--- config.mk ---
export PLATFORM = sky130hd
export DESIGN_NAME = switch_allocator_rr
export DESIGN_NICKNAME = d
export VERILOG_FILES = /design/src/rtl/switch_allocator_rr.sv
export SDC_FILE = /design/constraint.sdc
export NUM_CORES = 1
export LEC_CHECK = 0
export CORE_MARGIN = 4
export CORE_UTILIZATION = 45
export CTS_CLUSTER_DIAMETER = 40
export DETAILED_ROUTE_END_ITERATION = 6
export GPL_TIMING_DRIVEN = 0
export SKIP_CTS_REPAIR_TIMING = 1
export SLEW_MARGIN = 20
export SYNTH_ARGS = -nofsm -noshare
export SYNTH_HDL_FRONTEND = slang
export SYNTH_SLANG_ARGS = --single-unit
--- constraint.sdc ---
create_clock -name clk -period 5.7 [get_ports clk]
set_input_delay 1.14 -clock clk [delete_from_list [all_inputs] [get_ports clk]]
set_output_delay 1.14 -clock clk [all_outputs]
set_load 0.05 [all_outputs]
--- src/rtl/switch_allocator_rr.sv ---
// Wormhole switch allocator: one round-robin arbiter per output port.
// Grants are combinational (SA stage); crossbar selects are registered (ST stage).
// An output stays locked to its owner input until that input's tail flit passes,
// and the round-robin pointer only moves on packet completion.

// Per-output arbiter: lock/owner/pointer state plus registered crossbar select.
module switch_allocator_rr_arb #(
  parameter int NUM_PORTS = 5,
  parameter int SEL_W     = $clog2(NUM_PORTS)
) (
  input  logic                 clk,
  input  logic                 rst_n,
  input  logic                 en,
  input  logic                 ready,
  input  logic [NUM_PORTS-1:0] req,
  input  logic [NUM_PORTS-1:0] tail,
  output logic [NUM_PORTS-1:0] grant,
  output logic                 out_valid,
  output logic [SEL_W-1:0]     out_sel
);
  logic [SEL_W-1:0] ptr, owner, win_idx, cand;
  logic [SEL_W:0]   sum;
  logic             locked, win_vld;

  // Pick the winner: locked owner only, else first requester from ptr with wrap.
  always_comb begin
    win_vld = 1'b0;
    win_idx = '0;
    sum     = '0;
    cand    = '0;
    if (rst_n && en && ready) begin
      if (locked) begin
        win_vld = req[owner];
        win_idx = win_vld ? owner : '0;
      end else begin
        for (int k = 0; k < NUM_PORTS; k++) begin
          // ptr + k < 2*NUM_PORTS, so one conditional subtract is an exact modulo
          sum = {1'b0, ptr} + (SEL_W+1)'(k);
          if (sum >= (SEL_W+1)'(NUM_PORTS)) sum = sum - (SEL_W+1)'(NUM_PORTS);
          cand = sum[SEL_W-1:0];
          if (!win_vld && req[cand]) begin
            win_vld = 1'b1;
            win_idx = cand;
          end
        end
      end
    end
  end

  // One-hot grant back towards the inputs.
  always_comb begin
    grant = '0;
    if (win_vld) grant[win_idx] = 1'b1;
  end

  // Advance lock/pointer state and register the crossbar select.
  always_ff @(posedge clk or negedge rst_n) begin
    if (!rst_n) begin
      ptr       <= '0;
      owner     <= '0;
      locked    <= 1'b0;
      out_valid <= 1'b0;
      out_sel   <= '0;
    end else if (en) begin
      out_valid <= win_vld;
      out_sel   <= win_idx;
      if (win_vld) begin
        if (tail[win_idx]) begin
          locked <= 1'b0;
          ptr    <= (win_idx == SEL_W'(NUM_PORTS-1)) ? '0 : win_idx + SEL_W'(1);
        end else begin
          locked <= 1'b1;
          owner  <= win_idx;
        end
      end
    end
  end
endmodule

// Top: decode per-output request vectors, run one arbiter per output, merge grants.
module switch_allocator_rr #(
  parameter int NUM_PORTS = 5,
  parameter int SEL_W     = $clog2(NUM_PORTS)
) (
  input  logic                       clk,
  input  logic                       rst_n,
  input  logic                       en,
  input  logic [NUM_PORTS-1:0]       in_valid,
  input  logic [NUM_PORTS*SEL_W-1:0] in_dst,
  input  logic [NUM_PORTS-1:0]       in_tail,
  input  logic [NUM_PORTS-1:0]       out_ready,
  output logic [NUM_PORTS-1:0]       in_grant,
  output logic [NUM_PORTS-1:0]       out_valid,
  output logic [NUM_PORTS*SEL_W-1:0] out_sel
);
  // req_m[o][i]: input i wants output o; gnt_m[o][i]: output o grants input i
  logic [NUM_PORTS-1:0][NUM_PORTS-1:0] req_m, gnt_m;

  // Destination decode; out-of-range destinations match no output.
  always_comb begin
    req_m = '0;
    for (int o = 0; o < NUM_PORTS; o++)
      for (int i = 0; i < NUM_PORTS; i++)
        req_m[o][i] = in_valid[i] && (in_dst[i*SEL_W +: SEL_W] == SEL_W'(o));
  end

  // Each input names a single output, so at most one term is set per input.
  always_comb begin
    in_grant = '0;
    for (int o = 0; o < NUM_PORTS; o++) in_grant = in_grant | gnt_m[o];
  end

  for (genvar o = 0; o < NUM_PORTS; o++) begin : g_out
    switch_allocator_rr_arb #(.NUM_PORTS(NUM_PORTS), .SEL_W(SEL_W)) u_arb (
      .clk       (clk),
      .rst_n     (rst_n),
      .en        (en),
      .ready     (out_ready[o]),
      .req       (req_m[o]),
      .tail      (in_tail),
      .grant     (gnt_m[o]),
      .out_valid (out_valid[o]),
      .out_sel   (out_sel[o*SEL_W +: SEL_W])
    );
  end
endmodule

==> flow_summary.json <==
{
  "outcome": "completed",
  "dp_slack_ns": -1.56,
  "start_util_pct": 45.9,
  "areaGrowthSynthToFinish_pct": 25.9,
  "cts.sink_count": 55,
  "critPathMaxFanout": 10,
  "worst_setup_path_start_kind": "primary input",
  "num_vias": 10000,
  "skew_ns": 0.00549,
  "min_path_type": "reg2reg",
  "period_minus_slack_ns": 5.62,
  "synthDistinctLibCells": 117,
  "reg2reg_to": "g_out[2].u_arb.owner[0]",
  "clk_path_buf_depth": 2,
  "worst_path_max_delay_cell": "or4_4",
  "wl_met1_mm": 14.6,
  "gp_congestion": 0.913,
  "async_flop_share_pct": 100,
  "synthFlopType": "dfrtp_1",
  "tns_ns": 0,
  "ant_nets": 0,
  "ys_warn_count": 0,
  "root_buffer": "clkbuf_16",
  "peakVddDrop_mv": 0.208,
  "cp-end-kind": "output pin",
  "setup_ws_ns": 0.0782,
  "timing.hold.ws_ns": 0.487,
  "core_um2": 20300,
  "timing.rr.start": "g_out[2].u_arb.ptr[0]",
  "grt_first_pass_wirelength_mm": 47.9,
  "cts_buffers": 5,
  "crit_required_ns": 4.56,
  "tightest_slew_ns": 0.870,
  "reg2regPathDepth": 17,
  "r2r_setup_slack_ns": 1.12,
  "io_buffers": 55,
  "placementRows": 52,
  "tritoncts": "yes",
  "wl_met3_mm": 1.63,
  "ys_ff_latch": 55,
  "maxCapViolCount": 0,
  "p_leak_nw": 5.00,
  "top_layer": "met4",
  "netlist_area_um2": 9330,
  "drc": 0,
  "final_util_pct": 57.8,
  "avgRoutedWirePerCell_um": 20.2,
  "power_density_nw_per_um2": 389,
  "avgSynthCellArea_um2": 7.92,
  "syn_nets": 1265,
  "critPathKind": "in2out",
  "grt_max_degree": 57,
  "syn_inst": 1177,
  "max_stage_delay_ns": 0.55,
  "setup_viol": 0,
  "die_w_um": 152,
  "globalRouteTotalUtil_pct": 24.6,
  "dp_hpwl_mm": 23.7,
  "slew_violations": 0,
  "drt_iter0_markers": 799,
  "wl_mm": 32.1,
  "clock_latency_ns": 0.30,
  "holdCritStartpoint": "g_out[1].u_arb.out_sel[1]",
  "whs_path_depth": 1,
  "fin_crit_sh_pct": 98.6,
  "relSlewSlack_pct": 41.5,
  "wl_met2_mm": 15.4,
  "first_pass_iters": 5,
  "antenna_found_initial": 0,
  "placed_cell_area_um2": 10300,
  "die_h_um": 152,
  "final_hold_viol_count": 0,
  "grt_pass1_vias": 8821,
  "worst_ep_arrival_time_ns": 4.48,
  "ys_seq_area_share_pct": 14.8,
  "final_area_um2": 11700,
  "crit_chain": "clkbuf_2 -> nor4bb_4 -> buf_2 -> mux2i_1 -> a22oi_1 -> o31a_1 -> a211oi_1 -> or4_4 -> a311oi_4 -> nand2_1 -> or3_1 -> nand3_2 -> buf_6",
  "htreeDepth": 2,
  "grt_overflow": 0,
  "hold_path_end": "g_out[1].u_arb.out_sel[1]",
  "final_nets": 1404,
  "drive_gt1_share_pct": 27.4,
  "vias_per_cell": 6.33,
  "synth_edf_count": 0,
  "clk_pin_slew_ns": 0.07,
  "diodes": 0,
  "die-area_um2": 23100,
  "io_pins": 58,
  "max_clock_freq_mhz": 178
}
-- worst max path at each step --
stage,from,to,slack (ns)
detailed placement,in_dst[11],in_grant[1],-1.56
global route,g_out[0].u_arb.ptr[0],in_grant[3],-0.14
CTS,in_dst[11],in_grant[1],-1.58
global placement,rst_n,in_grant[2],-2.43
finish,in_dst[9],in_grant[0],0.08
floorplan,g_out[1].u_arb.ptr[0],in_grant[1],0.12
-- cell usage after synthesis (all sizes together), types with 27 or more instances --
master,n,area share (%)
nand2b,27,1.8
nor3,36,2.1
ha,50,6.7
nand3,34,1.8
nor2,93,3.8
a21oi,62,3.6
buf,36,2.5
dfrtp,55,15
nand2,65,2.7
mux2i,39,4.2
a21o,39,3.2
o21ai,64,3.5
inv,71,2.9
-- report_power, final --
group / internal (mW) / switching (mW)
clock network: 0.165 / 0.154
logic: 1.49 / 2.14
registers: 0.495 / 0.126
total: 2.15 / 2.42
-- cell usage in the layout (no fill, tap or decap), types with 35 or more instances in the layout --
cell type and instances:
nor2_1 91, o21ai_0 55, nand2_1 61, a21oi_1 49, dfrtp_1 46, ha_1 44, mux2i_1 35, buf_4 96
inv_1 60, a21o_1 38
-- sequential cells by signal, indices dropped and copies added, names as in the netlist --
signal	count
g_out.u_arb.owner	15
g_out.u_arb.out_sel	15
g_out.u_arb.locked	5
g_out.u_arb.out_valid	5
g_out.u_arb.ptr	15
-- metrics by stage --
stage | total power [mW] | std cells
2_1_floorplan | 3.03 | 1177
3_3_place_gp | 3.74 | 1502
3_5_place_dp | 3.74 | 1503
4_1_cts | 4.08 | 1511
5_1_grt | 4.91 | 1587
6_report | 4.57 | 1587
-- worst max-delay path: cells and delay by family --
kind	cells	cell delay (ns)
AND/OR/NAND/NOR	5	1.62
AO/OA/AOI/OAI	4	0.88
buffers and inverters	3	0.70
multiplexers	1	0.14
-- metal layers --
layer | vias up | GRT usage (%)
met5 | - | 0
met4 | 0 | 4.11
met3 | 37 | 2.93
met2 | 320 | 40.8
met1 | 4856 | 34.9
li1 | 4831 | -
-- area by class of cell --
class / instances / area [µm²]
tap: 270 / 338
timing repair buffer: 141 / 1190
inverter: 75 / 323
clock buffer: 5 / 125
fill: 1897 / 8560
clock inverter: 3 / 23.8
multi-input combinational: 991 / 8040
buffer: 47 / 309
sequential: 55 / 1390
-- kinds of logic (layout without fill, tap and decap cells) --
group,count (synthesis),after routing,share of synthesized area (%)
xor+xnor,18,18,1.69
compound gates,423,423,34.8
simple gates,430,430,26.5
fa+ha+maj,55,55,7.78
flops,55,55,14.8
mux,65,65,8.17
buf+inv,131,271,6.29
Note: power is estimated with default switching activity, not from simulation.
